### src/rtl/fetch_pkg.sv
// Shared types and constants for the instruction fetch unit.
//   fetch_state_e : fetch FSM state (FETCH, WAIT, DROP)
//   NOP_INSTR     : instruction word presented while no fetch has completed
//   PC_STEP       : byte increment between sequential instructions
package fetch_pkg;

  typedef enum logic [1:0] {
    FETCH = 2'd0,
    WAIT  = 2'd1,
    DROP  = 2'd2
  } fetch_state_e;

  localparam logic [31:0] NOP_INSTR = 32'h0000_0000;
  localparam int unsigned PC_STEP   = 4;

endpackage : fetch_pkg

### src/rtl/pc_register.sv
// Program counter register.
//   clk, rst_n : clock, asynchronous active-low reset (loads RESET_PC)
//   load       : replace PC with load_pc (highest priority)
//   load_pc    : redirect target; low two bits are dropped
//   inc        : advance PC by one instruction (modulo 2^ADDR_W)
//   pc         : current program counter, always word aligned
module pc_register
  import fetch_pkg::*;
#(
  parameter int unsigned         ADDR_W   = 32,
  parameter logic [ADDR_W-1:0]   RESET_PC = '0
) (
  input  logic              clk,
  input  logic              rst_n,
  input  logic              load,
  input  logic [ADDR_W-1:0] load_pc,
  input  logic              inc,
  output logic [ADDR_W-1:0] pc
);

  // Load over increment over hold; every write keeps the PC word aligned.
  always_ff @(posedge clk or negedge rst_n) begin
    if (!rst_n) begin
      pc <= {RESET_PC[ADDR_W-1:2], 2'b00};
    end else if (load) begin
      pc <= {load_pc[ADDR_W-1:2], 2'b00};
    end else if (inc) begin
      pc <= pc + ADDR_W'(PC_STEP);
    end
  end

endmodule : pc_register

### src/rtl/instr_fetch_unit.sv
// Instruction fetch stage: owns the PC, issues one read at a time to a
// variable-latency instruction memory and holds the returned word for the
// datapath behind a valid/ready handshake. A redirect flushes stale work.
//   clk, rst_n              : clock, asynchronous active-low reset
//   imem_req, imem_addr     : read request pulse and address (from state, combinational)
//   imem_rvalid, imem_rdata : memory response strobe and word
//   instr_valid/instr_ready : output handshake
//   instr_out, pc_out       : held instruction and its address
//   pc_plus4                : pc_out + 4, combinational
//   redirect_en/redirect_pc : replace PC and drop in-flight work
module instr_fetch_unit
  import fetch_pkg::*;
#(
  parameter int unsigned       ADDR_W   = 32,
  parameter int unsigned       DATA_W   = 32,
  parameter logic [ADDR_W-1:0] RESET_PC = '0
) (
  input  logic              clk,
  input  logic              rst_n,
  output logic              imem_req,
  output logic [ADDR_W-1:0] imem_addr,
  input  logic              imem_rvalid,
  input  logic [DATA_W-1:0] imem_rdata,
  output logic              instr_valid,
  input  logic              instr_ready,
  output logic [DATA_W-1:0] instr_out,
  output logic [ADDR_W-1:0] pc_out,
  output logic [ADDR_W-1:0] pc_plus4,
  input  logic              redirect_en,
  input  logic [ADDR_W-1:0] redirect_pc
);

  fetch_state_e      state_q, state_d;
  logic              valid_q, valid_d;
  logic [DATA_W-1:0] instr_q, instr_d;
  logic [ADDR_W-1:0] pc_out_q, pc_out_d;
  logic [ADDR_W-1:0] pc;
  logic              pc_load, pc_inc;
  logic              req_c;
  logic              transfer;
  logic              slot_free;

  assign transfer  = valid_q & instr_ready;
  assign slot_free = ~valid_q | transfer;

  pc_register #(
    .ADDR_W  (ADDR_W),
    .RESET_PC(RESET_PC)
  ) u_pc (
    .clk    (clk),
    .rst_n  (rst_n),
    .load   (pc_load),
    .load_pc(redirect_pc),
    .inc    (pc_inc),
    .pc     (pc)
  );

  // Next-state, output-register and PC control.
  always_comb begin
    state_d  = state_q;
    valid_d  = valid_q;
    instr_d  = instr_q;
    pc_out_d = pc_out_q;
    pc_load  = 1'b0;
    pc_inc   = 1'b0;
    req_c    = 1'b0;

    // A consumed instruction empties the slot unless refilled below.
    if (transfer) valid_d = 1'b0;

    unique case (state_q)
      FETCH: begin
        if (redirect_en) begin
          pc_load = 1'b1;
          valid_d = 1'b0;
        end else if (slot_free) begin
          req_c   = 1'b1;
          state_d = WAIT;
        end
      end
      WAIT: begin
        if (redirect_en) begin
          // Response still owed by memory unless it arrives now; DROP eats it.
          pc_load = 1'b1;
          valid_d = 1'b0;
          state_d = imem_rvalid ? FETCH : DROP;
        end else if (imem_rvalid) begin
          instr_d  = imem_rdata;
          pc_out_d = pc;
          valid_d  = 1'b1;
          pc_inc   = 1'b1;
          state_d  = FETCH;
        end
      end
      DROP: begin
        if (redirect_en) pc_load = 1'b1;
        if (imem_rvalid) state_d = FETCH;
      end
      default: state_d = FETCH;
    endcase
  end

  // State and output registers.
  always_ff @(posedge clk or negedge rst_n) begin
    if (!rst_n) begin
      state_q  <= FETCH;
      valid_q  <= 1'b0;
      instr_q  <= DATA_W'(NOP_INSTR);
      pc_out_q <= '0;
    end else begin
      state_q  <= state_d;
      valid_q  <= valid_d;
      instr_q  <= instr_d;
      pc_out_q <= pc_out_d;
    end
  end

  // Request is held off while reset is asserted even though FETCH with an
  // empty slot would otherwise issue.
  assign imem_req    = req_c & rst_n;
  assign imem_addr   = pc;
  assign instr_valid = valid_q;
  assign instr_out   = instr_q;
  assign pc_out      = pc_out_q;
  assign pc_plus4    = pc_out_q + ADDR_W'(PC_STEP);

endmodule : instr_fetch_unit
### config.mk
export PLATFORM = sky130hd
export DESIGN_NAME = instr_fetch_unit
export DESIGN_NICKNAME = d
export VERILOG_FILES = /design/src/rtl/fetch_pkg.sv /design/src/rtl/pc_register.sv /design/src/rtl/instr_fetch_unit.sv
export SDC_FILE = /design/constraint.sdc
export NUM_CORES = 1
export LEC_CHECK = 0
export CAP_MARGIN = 15
export CORE_MARGIN = 2
export CORE_UTILIZATION = 46
export CTS_BUF_LIST = sky130_fd_sc_hd__clkbuf_16
export DETAILED_ROUTE_END_ITERATION = 10
export PLACE_DENSITY = 0.85
export SYNTH_ARGS = -nofsm -noshare
export SYNTH_HDL_FRONTEND = slang
export SYNTH_SLANG_ARGS = --single-unit
### constraint.sdc
create_clock -name clk -period 3.5 [get_ports clk]
set_input_delay 0.7 -clock clk [delete_from_list [all_inputs] [get_ports clk]]
set_output_delay 0.7 -clock clk [all_outputs]
set_load 0.03 [all_outputs]
# After elaboration in Yosys (flattened, before gate mapping)
# Index checks and enable logic that the tools add are counted.
# totals
reg_bits,99
# classes
add_sub_neg,2
eq_ne,4
muxes,21
bitwise_logic,5
n_reduce_logical,5
# ops
cell,n
"adder 32 x 3 -> 32 bit, second input constant",2
2-to-1 mux 32 bit,2
2-to-1 mux 1 bit,12
2-to-1 mux 2 bit,5
case mux 2 bit (3 select lines),1
"inequality test 2 bit, second input constant",2
AND reduction 3 bit,1
OR reduction 3 bit,1
bitwise AND 1 bit,2
"equality test 2 x 1 -> 1 bit, second input constant",1
"equality test 2 bit, second input constant",1
logical NOT 2 bit,1
inverter 1 bit,2
case mux 1 bit (2 select lines),1
AND reduction 2 bit,1
nonzero test 2 bit,1
OR 1 bit,1

# Logic depth before layout (Yosys ltp)
# depth
word_depth,6
depth_mapped,8

# Hierarchy
# A second synthesis with hierarchy kept.
# unflattened
hier_cells,429
area_unflattened_um2,4834.6
# by_module_without_submodules
module,n_inst,cells_each,area_per_inst_um2,seq_area_each_um2
instr_fetch_unit,1,237,3105.5,1676.6
pc_register,1,192,1729.2,750.7

# Worst setup path after synthesis
# No wires, ideal clock.
# synth_path
path_type,register -> output
startpoint,"reg pc_out_q[7], in the netlist pc_out[7]"
endpoint,out pc_plus4[21]
arrival_time_ns,2.120
t_required_ns,2.800
slack_ns,0.680
path_stages_with_launch,6
path_cell_list,dfrtp_1 -> nand4_1 -> and4bb_2 -> clkbuf_1 -> nand4_1 -> xnor2_1
# synth_between
elab_chain_len,1
# synth_rtl
item,line,text
"start, declared",instr_fetch_unit.sv:36,"logic [ADDR_W-1:0] pc_out_q, pc_out_d;"
"start signal, assigned",instr_fetch_unit.sv:114,pc_out_q <= pc_out_d;
adder 32 x 3 -> 32 bit,instr_fetch_unit.sv:125,assign pc_plus4 = pc_out_q + ADDR_W'(PC_STEP);
"end, declared",instr_fetch_unit.sv:28,"output logic [ADDR_W-1:0] pc_plus4,"
# Every way passes these cells.

# Final worst setup path
# layout_path
startpoint,"reg pc_out_q[3], in the netlist pc_out[3]"
endpoint,out pc_plus4[30]
# Same word-level chain as after synthesis.

==> results.cfg <==
[clock_network]
cts.sinks = 95
post-cts-setup-buffers = 0
clk_pin_slew_ns = 0.07
root_buffer = clkbuf_16
clkLatencyLatePin_ns = 0.34
clk_path_buf_depth = 2
hold_buffers = 0
post_cts_resized = 0
htreeDepth = 3
cts_tree = built
cts_buffers = 9

[finish]
final_layout_size_suffix_gt1_share_pct = 4.480
nNetsFinal = 825
layoutNonFillerInstCount = 895
area_growth_pct = 47.01
antennaDiodeCount = 0
final_util_pct = 69.92

[floorplan]
die_y_um = 107.6
rows = 37
num_io_pins = 199
dieArea_um2 = 11570
start_util_pct = 47.56
core_area_um2 = 10370
die_w_um = 107.6

[timing]
fin_setup_tns_ns = 0
period_share_pct = 94.95
maxSlewViolCount = 0
clock_skew_ns = 0.009930
hold_violations = 0
tightest_slew_ns = 0.7797
rsz0062_at_grt = false
setup_viol = 0
setup_ws_ns = 0.1768
fmax_mhz = 300.9
slew_headroom_pct = 47.54
period_minus_slack_ns = 3.323

[global_route]
grt_start_max_net_pins = 62
antenna_found_initial = 0
grt_pass1_wl_um = 23710
overflow = 0
gr-usage-all-layers_pct = 26.29
grt_pass1_vias = 4662

[critical_path]
cp.required_ns = 2.80
crit_path_start_kind = register
crit_chain = ha_1, nand4_1, nor3_1, nand3_1, xnor2_1, clkdlybuf4s50_1
crit_type = register to output pin
crit_fanout = 5
slowest_delay_ns = 0.69
cp_data_arrival_time_ns = 2.62
crit_path_top_delay_cell = clkdlybuf4s50_1
critPathCaptureType = output pin

[logic_synthesis]
synth-adder-area-share_pct = 0.5074
synth.avg_cell_area_um2 = 8.489
synth_xor_area_share_pct = 5.860
ys_ff_latch = 95
synthTopCellsByCount = 206 x nand2_1, 95 x dfrtp_1, 28 x clkbuf_1, 28 x nand3_1, 26 x xnor2_1
synth-async-reset-ratio_pct = 100.0
yosys.area_share.simple_pct = 31.81
yosys.cell_types.count = 52
synthMuxAreaShare_pct = 0.2029
synth-main-ff-cell = dfrtp_1
synth_top_family_by_area = simple AND/OR/NAND/NOR gates
synth_area_leaders = dfrtp_1 48%, nand2_1 16%, xnor2_1 4.6%, nand4_1 3.2%, nand3_1 2.8%
synth_area_leader_cell = dfrtp_1
synth_edf_count = 0
seq_area_frac_synth_pct = 48.20
yosysMostFrequentCell = nand2_1
yosys_warnings = 0
synth_area_um2 = 4932
synth_top_area_share_pct = 48.20
synthCells = 581
synth_compound_area_share_pct = 8.853

[place]
dp_cells = 879
dp_hpwl_um = 11240
place_ws_ns = 0.3788
io_buffers = 190
place.gp.congestion = 0.8858

[detailed_routing]
wl_um = 15260
routed_via_density = 5.550
drc = 0
drtAntennaViolNets = 0
dr.first_iter.drc_count = 501
vias = 4967
dr.pass1.iters = 5
wire_per_inst_um = 17.05

[min_path]
hp-class = input port to asynchronous set/reset pin

[flow_run]
drv_cap = 0

[power]
power.density_nw_per_um2 = 666.8
power_leakage_nw = 3.111
ir_drop_mv = 0.3273

[outcome]
status = complete, no violations
worst paths after layout:
check / depth (start not counted) / slack, ns / from / end
max: 6 / 0.18 / pc_out[3] / pc_plus4[30]
min: 2 / 0.42 / rst_n / u_pc.pc[16]
max reg2reg: 4 / 1.16 / state_q[1] / u_pc.pc[20]
min reg2reg: 2 / 0.48 / instr_out[24] / instr_out[24]
max in group asynchronous: 3 / 1.93 / rst_n / u_pc.pc[14]
min in group clk: 2 / 0.48 / instr_out[24] / instr_out[24]
metal layers:
| metal | track usage, % | up-vias | routed length (um) |
|---|---|---|---|
| met5 | 0 | - | 0 |
| met4 | 11.54 | 0 | 537 |
| met3 | 2.906 | 43 | 986 |
| met2 | 43.71 | 243 | 7651 |
| met1 | 34.74 | 2344 | 6082 |
| li1 | - | 2337 | - |
placed cells by master, fill, tap and decap left out, drive strengths merged, types with 9 or more instances in the layout:
master,count
a31oi,11
nand3,28
nor2,23
dfrtp,95
nand2,206
nor4,9
inv,9
xnor2,26
clkdlybuf4s50,188
clkbuf,9
nand4,25
or4,10
o21ai,18
where the power goes:
part	switching, mW	total, mW	leakage (nW)	internal (mW)
Sequential	0.305	1.65	1.16	1.34
Clock	0.426	1.13	0.168	0.701
Combinational	1.20	2.06	1.78	0.861
Total	1.93	4.83	3.11	2.91
critical path, delay by kind of cell, from the launching register on:
family                     cells  cell delay [ns]
xor gates and xnor gates       1             0.18
adders and majority gates      1             0.23
buffers and inverters          1             0.69
DFF                            1             0.43
and+or+nand+nor                3             0.75
through the flow:
step / power [mW] / hold WS [ns] / cell area [um2]
global placement: 3.655 / 0.4565 / 6893
floorplan: 2.742 / 0.4044 / 4951
CTS: 4.847 / 0.4470 / 7237
global route: 5.043 / 0.4671 / 7251
detailed placement: 3.716 / 0.4618 / 6893
finish: 4.835 / 0.4197 / 7251
flip-flops by register name, indices dropped and copies added (netlist names):
name and cells:
instr_out 32, instr_valid 1, pc_out 30, state_q 2, u_pc.pc 30
layout make-up:
type                    instances  area [um2]
clock inverters                 7       118.9
multi-input cells             445        2382
repair buffers                197        1954
inverters                       6       22.52
flip-flops and latches         95        2377
clock buffers                   9       225.2
fillers                       807        3119
well taps                     136       170.2
cell families after synthesis:
| group | count (synthesis) |
|---|---|
| xor gates and xnor gates | 33 |
| buffers and inverters | 46 |
| muxes | 1 |
| AOI/OAI and AO/OA | 64 |
| DFF | 95 |
| adders and majority gates | 2 |
| other | 1 |
| and+or+nand+nor | 339 |
Note: power is estimated with default switching activity, not from simulation.
